### src/rtl/seg7_bcd_display_engine.sv
// seg7_bcd_display_engine
//   Converts N_CH unsigned channel values to DIGITS seven-segment digits each.
//   A single shift-add-3 (double-dabble) datapath is shared by all channels.
//   Results are staged, then written to hex/overflow in one cycle (COMMIT).
//
// Ports
//   clk       rising-edge clock
//   reset_n   synchronous active-low reset
//   in_valid  transaction offered; accepted when in_ready is also high
//   in_ready  high only in IDLE
//   in_value  channel c at [c*IN_W +: IN_W]
//   in_dp     decimal point per digit, bit c*DIGITS+d
//   hex       channel c digit d at [(c*DIGITS+d)*8 +: 8]; bit0=a .. bit6=g, bit7=dp
//   overflow  per-channel value > 10^DIGITS-1 in the last committed transaction
//   done      one-cycle pulse in the first cycle the new hex/overflow are visible
//
// Build option
//   LEADING_ZERO_BLANK_EN  blank leading zero digits (never digit 0) in
//                          non-overflowed channels.
module seg7_bcd_display_engine #(
  parameter int N_CH           = 3,
  parameter int IN_W           = 7,
  parameter int DIGITS         = 2,
  parameter int SEG_ACTIVE_LOW = 0
) (
  input  logic                       clk,
  input  logic                       reset_n,
  input  logic                       in_valid,
  output logic                       in_ready,
  input  logic [N_CH*IN_W-1:0]       in_value,
  input  logic [N_CH*DIGITS-1:0]     in_dp,
  output logic [N_CH*DIGITS*8-1:0]   hex,
  output logic [N_CH-1:0]            overflow,
  output logic                       done
);

  localparam int ACC_W = 4*((IN_W+2)/3) + 4;
  localparam int NIB   = ACC_W/4;
  localparam int BCD_W = 4*DIGITS;
  localparam int EXT_W = (ACC_W > BCD_W) ? ACC_W : BCD_W;
  localparam int CH_W  = (N_CH > 1) ? $clog2(N_CH) : 1;
  localparam int BIT_W = (IN_W > 1) ? $clog2(IN_W) : 1;
  localparam logic [7:0] POL = (SEG_ACTIVE_LOW != 0) ? 8'hFF : 8'h00;

  typedef enum logic [1:0] {S_IDLE, S_LOAD, S_SHIFT, S_COMMIT} state_t;

  state_t                        r_state, w_next;
  logic [N_CH*IN_W-1:0]          r_val;
  logic [N_CH*DIGITS-1:0]        r_dp;
  logic [CH_W-1:0]               r_ch;
  logic [BIT_W-1:0]              r_bit;
  logic [ACC_W-1:0]              r_acc;
  logic [IN_W-1:0]               r_sr;
  logic [N_CH-1:0][BCD_W-1:0]    r_stg_bcd;
  logic [N_CH-1:0]               r_stg_ovf;
  logic [N_CH*DIGITS*8-1:0]      r_hex;
  logic [N_CH-1:0]               r_ovf;
  logic                          r_done;

  logic                          w_bit_last;
  logic                          w_ch_last;
  logic [ACC_W-1:0]              w_acc_adj;
  logic [ACC_W-1:0]              w_acc_new;
  logic [EXT_W-1:0]              w_acc_ext;
  logic [N_CH*DIGITS*8-1:0]      w_hex_enc;

  function automatic logic [6:0] seg_lut(input logic [3:0] v);
    case (v)
      4'd0:    seg_lut = 7'h3F;
      4'd1:    seg_lut = 7'h06;
      4'd2:    seg_lut = 7'h5B;
      4'd3:    seg_lut = 7'h4F;
      4'd4:    seg_lut = 7'h66;
      4'd5:    seg_lut = 7'h6D;
      4'd6:    seg_lut = 7'h7D;
      4'd7:    seg_lut = 7'h07;
      4'd8:    seg_lut = 7'h7F;
      4'd9:    seg_lut = 7'h6F;
      default: seg_lut = 7'h00;
    endcase
  endfunction

  assign w_bit_last = (r_bit == BIT_W'(IN_W-1));
  assign w_ch_last  = (r_ch == CH_W'(N_CH-1));

  // FSM state register
  always_ff @(posedge clk) begin
    if (!reset_n) r_state <= S_IDLE;
    else          r_state <= w_next;
  end

  always_comb begin
    w_next = r_state;
    case (r_state)
      S_IDLE:   if (in_valid) w_next = S_LOAD;
      S_LOAD:   w_next = S_SHIFT;
      S_SHIFT:  if (w_bit_last) w_next = w_ch_last ? S_COMMIT : S_LOAD;
      S_COMMIT: w_next = S_IDLE;
      default:  w_next = S_IDLE;
    endcase
  end

  // Double-dabble step: correct nibbles >= 5, then shift the next input bit in.
  // The top accumulator bit can never be set by a valid conversion, so the
  // truncating cast drops nothing.
  always_comb begin
    w_acc_adj = r_acc;
    for (int n = 0; n < NIB; n++)
      if (r_acc[4*n +: 4] >= 4'd5) w_acc_adj[4*n +: 4] = r_acc[4*n +: 4] + 4'd3;
    w_acc_new = ACC_W'({w_acc_adj, r_sr[IN_W-1]});
    w_acc_ext = EXT_W'(w_acc_new);
  end

  // Segment encoding of the staged results; only sampled in COMMIT.
  always_comb begin
    w_hex_enc = '0;
    for (int c = 0; c < N_CH; c++) begin
`ifdef LEADING_ZERO_BLANK_EN
      logic lead;
      lead = 1'b1;
`endif
      for (int d = DIGITS-1; d >= 0; d--) begin
        logic [3:0] dig;
        logic [6:0] seg;
        dig = r_stg_bcd[c][4*d +: 4];
        seg = seg_lut(dig);
`ifdef LEADING_ZERO_BLANK_EN
        // Walk from the top digit down; blank while only zeros seen so far.
        if (lead && dig == 4'd0 && d != 0) seg = 7'h00;
        else                               lead = 1'b0;
`endif
        if (r_stg_ovf[c]) seg = 7'h40;
        w_hex_enc[(c*DIGITS+d)*8 +: 8] = {r_dp[c*DIGITS+d], seg} ^ POL;
      end
    end
  end

  always_ff @(posedge clk) begin
    if (!reset_n) begin
      r_val     <= '0;
      r_dp      <= '0;
      r_ch      <= '0;
      r_bit     <= '0;
      r_acc     <= '0;
      r_sr      <= '0;
      r_stg_bcd <= '0;
      r_stg_ovf <= '0;
      r_hex     <= {(N_CH*DIGITS){POL}};
      r_ovf     <= '0;
      r_done    <= 1'b0;
    end else begin
      r_done <= 1'b0;
      case (r_state)
        S_IDLE: begin
          if (in_valid) begin
            r_val <= in_value;
            r_dp  <= in_dp;
            r_ch  <= '0;
          end
        end
        S_LOAD: begin
          r_acc <= '0;
          r_sr  <= r_val[r_ch*IN_W +: IN_W];
          r_bit <= '0;
        end
        S_SHIFT: begin
          r_acc <= w_acc_new;
          r_sr  <= r_sr << 1;
          r_bit <= r_bit + BIT_W'(1);
          if (w_bit_last) begin
            r_stg_bcd[r_ch] <= w_acc_ext[BCD_W-1:0];
            r_stg_ovf[r_ch] <= ((w_acc_ext >> BCD_W) != '0);
            r_ch            <= r_ch + CH_W'(1);
          end
        end
        S_COMMIT: begin
          r_hex  <= w_hex_enc;
          r_ovf  <= r_stg_ovf;
          r_done <= 1'b1;
        end
        default: ;
      endcase
    end
  end

  assign in_ready = (r_state == S_IDLE);
  assign hex      = r_hex;
  assign overflow = r_ovf;
  assign done     = r_done;

endmodule
### config.mk
export PLATFORM = sky130hd
export DESIGN_NAME = seg7_bcd_display_engine
export DESIGN_NICKNAME = d
export VERILOG_FILES = /design/src/rtl/seg7_bcd_display_engine.sv
export SDC_FILE = /design/constraint.sdc
export NUM_CORES = 1
export LEC_CHECK = 0
export ABC_CLOCK_PERIOD_IN_PS = 8100
export CAP_MARGIN = 40
export CELL_PAD_IN_SITES_DETAIL_PLACEMENT = 1
export CELL_PAD_IN_SITES_GLOBAL_PLACEMENT = 1
export CORE_ASPECT_RATIO = 0.7
export CORE_MARGIN = 2
export CORE_UTILIZATION = 40
export DETAILED_ROUTE_END_ITERATION = 10
export HOLD_SLACK_MARGIN = 0.08
export PLACE_DENSITY = 0.79
export REMOVE_ABC_BUFFERS = 1
export SLEW_MARGIN = 10
export SYNTH_ARGS = -nofsm -noshare
export SYNTH_HDL_FRONTEND = slang
export SYNTH_SLANG_ARGS = --single-unit
### constraint.sdc
create_clock -name clk -period 8.1 [get_ports clk]
set_input_delay 1.215 -clock clk [delete_from_list [all_inputs] [get_ports clk]]
set_output_delay 1.215 -clock clk [all_outputs]
set_load 0.03 [all_outputs]
Word-level counts from Yosys, hierarchy flattened
Memory sizes are Yosys's and may differ from the RTL's. A register that Yosys moved wholly into a read port is not among the register bits.
Cells that the tools add are included.
{ "op_classes": {"addsub": 6, "mul": 1, "order_cmp": 6, "eq_ne": 7, "shifts": 1, "n_mux": 39, "reduce_logical": 9} }
{ "op_table": {"columns": ["op", "n"], "rows": [
  ["$mux 4", 15],
  ["$mux 7", 6],
  ["$pmux 16 s2", 1],
  ["$bwmux 24", 1],
  ["$shiftx 21x6->7", 1],
  ["$demux 8 s2", 1],
  ["$ge 4x3->1 const B", 4],
  ["$reduce_bool 16->1", 1],
  ["$pmux 7 s2", 1],
  ["$add 4x2->4 const B", 3],
  ["$mux 2", 5],
  ["$mux 8", 1],
  ["$pmux 2 s4", 1],
  ["$eq 2x2->1 const B", 3],
  ["$pmux 3 s2", 1],
  ["$reduce_and 2->1", 3],
  ["$mul 2x3->5 const B", 1],
  ["$ne 2x2->1 const B", 2],
  ["$pmux 2 s2", 1],
  ["$reduce_bool 2->1", 2],
  ["$add 3x1->3 const B", 1],
  ["$add 3x2->3 const B", 1],
  ["$bwmux 3", 1],
  ["$eq 3x3->1 const B", 1],
  ["10 further kinds", 11]
]} }
{ "word_totals": {"regBits": 136, "mem_bits_ro": 672, "input_bits": 30, "out_inout_bits": 53, "word_cells": 89, "mem_count": 6} }
{ "mem_list": {"columns": ["memory", "words", "width", "read_ports", "rd_ports_with_merged_regs", "wr", "line", "rtl"], "rows": [
  ["(name not given)", 16, 7, 1, 1, 0, "68", "case (v)"],
  ["(name not given)", 16, 7, 1, 1, 0, "68", null],
  ["(name not given)", 16, 7, 1, 1, 0, "68", null],
  ["(name not given)", 16, 7, 1, 1, 0, "68", null],
  ["(name not given)", 16, 7, 1, 1, 0, "68", null],
  ["(name not given)", 16, 7, 1, 1, 0, "68", null]
]} }

Depth between registers and ports, before layout
Gate-level depths: netlist (run 1).
{ "logic_depth": {"word_depth": 7, "depth_mapped": 13, "ltp_nobuf": 10} }

Least setup slack after synthesis (run 1)
No wires, ideal clock.
{ "synth_path": {"kind": "flip-flop to flip-flop", "startpoint": "register r_ch[1]", "endpoint": "register with a tool-made name", "setup_time_ns": 0.085, "arrival_time_ns": 2.692, "required_time_ns": 8.015, "setup_slack_ns": 5.323, "path_stages_with_launch": 12, "n_path_buf": 4, "period_less_slack_ns": 2.777, "path_cell_list": "dfxtp_1 > clkbuf_1 > clkbuf_1 > inv_1 > ha_1 > and4_1 > buf_2 > buf_2 > a41oi_1 > inv_1 > ha_1 > o221ai_1"} }
{ "synth_rtl": {"columns": ["item", "line", "rtl"], "rows": [
  ["from (decl)", "50", "logic [CH_W-1:0] r_ch;"],
  ["from (signal assigned)", "173", "r_ch <= r_ch + CH_W'(1);"]
]} }

==> results of run 1 <==
==> final cells by class <==
class,instances,area share
multi-input combinational,656,0.424
sequential,178,0.359
timing repair buffer,93,0.0945
clock buffer,17,0.0428
tap,276,0.0348
inverter,60,0.0236
clock inverter,15,0.0220
==> per-stage QoR <==
step	cell area [sq um]	power [W]
6_report	9930	0.00218
2_1_floorplan	8000	0.00115
3_5_place_dp	9290	0.00128
4_1_cts	9930	0.00220
3_3_place_gp	9190	0.00126
5_1_grt	9930	0.00227
==> kinds of logic after synthesis <==
group / share of synthesized area
flops: 0.428
simple gates: 0.169
buf+inv: 0.0663
mux: 0.0257
compound gates: 0.220
fa+ha+maj: 0.0797
xor+xnor: 0.0105
==> worst max path at each step <==
stage	depth (start not counted)	slack (ps)	to
after floorplan	6	4030	flip-flop
after global placement	11	3300	flip-flop
after detailed placement	11	3910	flip-flop
after CTS	11	4280	flip-flop
after global routing	11	4030	flip-flop
final	11	4310	flip-flop
==> worst max-delay path: stages <==
cell,delay [ps]
clkdlybuf4s50_1,450
buf_4,410
clkinv_2,380
buf_4,440
nor3_1,250
a41oi_1,160
inv_1,260
ha_1,190
inv_1,50
o21ai_0,170
o31ai_1,100
==> power by group through the flow <==
| stage | Combinational (W) | Clock (W) | Sequential, W |
|---|---|---|---|
| finish | 0.000322 | 0.000919 | 0.000943 |
| global route | 0.000355 | 0.000969 | 0.000948 |
| CTS | 0.000324 | 0.000930 | 0.000943 |
| detailed placement | 0.000320 | 0 | 0.000963 |
| global placement | 0.000299 | 0 | 0.000960 |
| floorplan | 0.000156 | 0 | 0.000993 |
==> cell usage in the layout (no fill, tap or decap), drive strengths merged, types with 6 or more instances in the layout <==
master / synthesis / final
a21oi: 123 / 123
a311o: 6 / 6
a311oi: 6 / 6
a31oi: 12 / 12
a41oi: 12 / 12
and2: 16 / 16
buf: 27 / 11
clkbuf: 34 / 17
clkdlybuf4s50: 0 / 82
clkinv: 5 / 6
dfxtp: 178 / 178
ha: 53 / 53
inv: 55 / 61
mux2i: 18 / 18
nand2: 96 / 96
nand3: 18 / 18
nor2: 82 / 82
nor2b: 40 / 40
nor3: 9 / 9
o211a: 6 / 6
o21ai: 54 / 54
o221ai: 12 / 12
o22ai: 11 / 11
o31ai: 10 / 10
or3: 9 / 9
xnor2: 10 / 10
==> metal layers <==
metal / global-route usage / share of wire
met5: 0 / 0
met2: 0.330 / 0.45
met1: 0.290 / 0.49
met3: 0.0415 / 0.048
met4: 0.0559 / 0.012
==> results.cfg, run 1 <==
[sta]
setup_viol = 0
timing.fmax_mhz = 264
maxSlewHeadroom = 0.383
fin_skew_ps = 12.5
min_period_over_period = 0.467
fin_tns_setup_ps = 0
finalHoldViolations = 0
slew_viol_final = 0
rsz0062_at_grt = false
worstMarginPinSlew_ps = 916
worst_slack_ps = 4310
finalCriticalPeriod_ps = 3790
hold_ws_ps = 427

[layout]
num-fill-cells = 2425
fin_util = 0.482
finish.net_count = 1089
antenna_cells = 0
regArea_sq_um = 3560
area_growth_pct = 19.4
multi_input_area_sq_um = 4210
final-instance-count-excl-fill = 1295
drive_gt1_frac = 0.0805

[synth]
avgSynthCellArea_sq_um = 8.71
synth_cell_types = 67
synth_flop_cell = dfxtp_1
yosysTopAreaCell = dfxtp_1
synth-edff-count = 0
synth_area_sq_um = 8320
synth_top_area_share = 0.428
synthTopCellsByArea = dfxtp_1, ha_1, a21oi_1
ys_seq_area_frac = 0.428
synth_common_cells = dfxtp_1, a21oi_1, nand2_1, nor2_1, ha_1
syn_inst = 955
synthArstFlopShare = 0
yosysWarnings = 0
synthMostInstantiatedCell = dfxtp_1
ys_ff_latch = 178

[global_routing]
grt_pass1_vias = 7041
grt_pass1_wl_mm = 36.7
grt_max_degree = 56
antenna_found_initial = 0
grt_overflow_total = 0
grtUsageTotal = 0.209

[clocking]
cts_max_level = 4
postCtsSetupRepairBufs = 0
worstSkewPairLatency_ps = 450
cts_hold_buf = 0
cts_made_buffers = 17
cts_tree = yes
path_clk_slew_ps = 70
cts_root_buf = clkbuf_16
clockBufferDepth = 2
clock-sinks = 178
cts_resized = 0

[die]
io_pins = 83
die-width_microns = 176
rows = 44
core_sq_um = 20600
chipHeight_microns = 125
dieArea_sq_um = 22000
start_util = 0.404

[worst_setup_path]
required_ps = 8410
worst-setup-path-type = in -> reg
reg2reg_slack_ps = 4690
rr_worst_depth = 9
cp.arrival_ps = 4100
worst_setup_path_start_kind = input pin
cp-end-kind = flip-flop
cp-startpoint = reset_n
worstReg2RegStart = r_state[0]
crit_path_max_fanout = 49

[min_path]
hold_depth = 2
hold_end = hex[38]
hp-class = reg -> reg

[power]
switchingPower_w = 0.000617
p_sw_frac = 0.283
p_per_area_nw_per_um2 = 220
p_int_w = 0.00157
clkPwrFrac = 0.421
seqPwrFrac = 0.432
power.leakage_nw = 3.72
ir_drop_v = 0.000143
combPwrFrac = 0.147

[drt]
wirelength_mm = 22.4
vias = 6977
drtIter0Drc = 515
via_per_inst = 5.39
drt_pass1_iterations = 5
ant_nets = 0
drc = 0
drt-wirelength-per-cell_microns = 17.3

[place]
dp_hpwl_mm = 14.7
gp_congestion = 0.911
place_inst = 1263
port-buffer-count = 82
pre_cts_slack_ps = 3910

[run]
cap_violations = 0

[outcome]
status = complete, no violations
(Power assumes the default switching activity.)
==> run 2: changes to the inputs <==
--- a/config.mk
+++ b/config.mk
@@ -5,16 +5,16 @@
 export SDC_FILE = /design/constraint.sdc
 export NUM_CORES = 1
 export LEC_CHECK = 0
-export ABC_CLOCK_PERIOD_IN_PS = 8100
+export ABC_CLOCK_PERIOD_IN_PS = 3160
 export CAP_MARGIN = 40
 export CELL_PAD_IN_SITES_DETAIL_PLACEMENT = 1
 export CELL_PAD_IN_SITES_GLOBAL_PLACEMENT = 1
 export CORE_ASPECT_RATIO = 0.7
 export CORE_MARGIN = 2
-export CORE_UTILIZATION = 40
+export CORE_UTILIZATION = 39
 export DETAILED_ROUTE_END_ITERATION = 10
 export HOLD_SLACK_MARGIN = 0.08
-export PLACE_DENSITY = 0.79
+export PLACE_DENSITY = 0.81
 export REMOVE_ABC_BUFFERS = 1
 export SLEW_MARGIN = 10
 export SYNTH_ARGS = -nofsm -noshare
==> constraint.sdc (replaced) <==
create_clock -name clk -period 3.16 [get_ports clk]
set_input_delay 0.474 -clock clk [delete_from_list [all_inputs] [get_ports clk]]
set_output_delay 0.474 -clock clk [all_outputs]
set_load 0.03 [all_outputs]
==> results.cfg, run 2 (same netlist as run 1, synthesis figures left out) <==
[drt]
ant_nets = 0
drtIter0Drc = 454
vias = 7063
drc = 0
via_per_inst = 5.39
drt-wirelength-per-cell_microns = 17.7
drt_pass1_iterations = 7
wirelength_mm = 23.3

[clocking]
cts_tree = yes
cts_made_buffers = 17
cts_root_buf = clkbuf_16
cts_max_level = 4
clockBufferDepth = 2
path_clk_slew_ps = 70
clock-sinks = 178
cts_hold_buf = 0
worstSkewPairLatency_ps = 440

[sta]
finalHoldViolations = 0
slew_viol_final = 0
worst_slack_ps = 236
min_period_over_period = 0.925
timing.fmax_mhz = 342
fin_skew_ps = 7.96
hold_ws_ps = 433
rsz0062_at_grt = false
worstMarginPinSlew_ps = 731
finalCriticalPeriod_ps = 2920
maxSlewHeadroom = 0.512
setup_viol = 0

[min_path]
hp-class = reg -> reg

[die]
chipHeight_microns = 126
dieArea_sq_um = 22500
start_util = 0.400
rows = 44
io_pins = 83
core_sq_um = 20800
die-width_microns = 179

[worst_setup_path]
required_ps = 3490
cp.arrival_ps = 3250
crit_path_max_fanout = 9
worst_setup_path_start_kind = flip-flop
cp-end-kind = flip-flop
worst-setup-path-type = reg -> reg

[layout]
final-instance-count-excl-fill = 1311
final_cell_mix = dfxtp_1, a21oi_1, nand2_1, nor2_1, clkdlybuf4s50_1
drive_gt1_frac = 0.0957
layout_commonest_cell = dfxtp_1
area_growth_pct = 20.6
antenna_cells = 0
postLayoutCellArea_sq_um = 10000
finish.net_count = 1105
num-fill-cells = 2438

[place]
pre_cts_slack_ps = 228
place_inst = 1279
port-buffer-count = 82
place_area_sq_um = 9410
dp_hpwl_mm = 15.9
gp_congestion = 0.842

[global_routing]
grt_max_degree = 70
grt_overflow_total = 0
grt_pass1_vias = 7200
grtUsageTotal = 0.210
grt_pass1_wl_mm = 37.6
antenna_found_initial = 0

[power]
power.leakage_nw = 3.80
ir_drop_v = 0.000351
p_per_area_nw_per_um2 = 551

[run]
cap_violations = 0

[outcome]
status = complete, no violations
run 2: timing repair:
item                                    in CTS  in global routing
endpoints found under the hold margin        0                  0
endpoints found under the setup margin       0                  4
setup buffers                                0                  0
gates resized for setup                      0                  1
run 2: worst max-delay path, stage by stage (launching register included):
cell	delay (ps)
dfxtp_1	500
inv_1	130
ha_1	300
and2b_1	230
or3_1	500
a31oi_1	400
inv_1	180
ha_1	260
o21ai_0	210
o21ai_1	90
run 2: report_power, final:
part	switching (W)	internal (W)
registers	0.0000628	0.00235
clock network	0.000960	0.00130
logic	0.000530	0.000322
run 2: worst paths after layout:
check	cells after the start	from	slack, ps	endpoint
max reg2reg	9	r_acc[0]	240	flip-flop
min reg2reg	2	flip-flop	430	hex[22]
max	9	r_acc[0]	240	flip-flop
min	2	flip-flop	430	hex[22]
run 2: stage by stage:
step	util	setup TNS, ps	total power (W)
after floorplan	-	-5430	0.00295
final	0.482	0	0.00553
after detailed placement	0.452	0	0.00331
after global placement	0.450	0	0.00327
after global routing	0.482	0	0.00576
after CTS	0.482	0	0.00557
run 2: metal layers:
metal	vias up	track usage	wire (microns)
li1	3432	-	-
met1	3480	0.289	11400
met2	129	0.338	10700
met3	22	0.0414	888
met4	0	0.0483	228
met5	-	0	0
run 2: layout make-up:
type,count,area [sq um],area share
inverters,60,234,0.0233
repair buffers,109,1060,0.106
well taps,276,345,0.0344
multi-input cells,656,4210,0.419
flip-flops and latches,178,3560,0.355
clock buffers,19,453,0.0451
clock inverters,13,168,0.0167
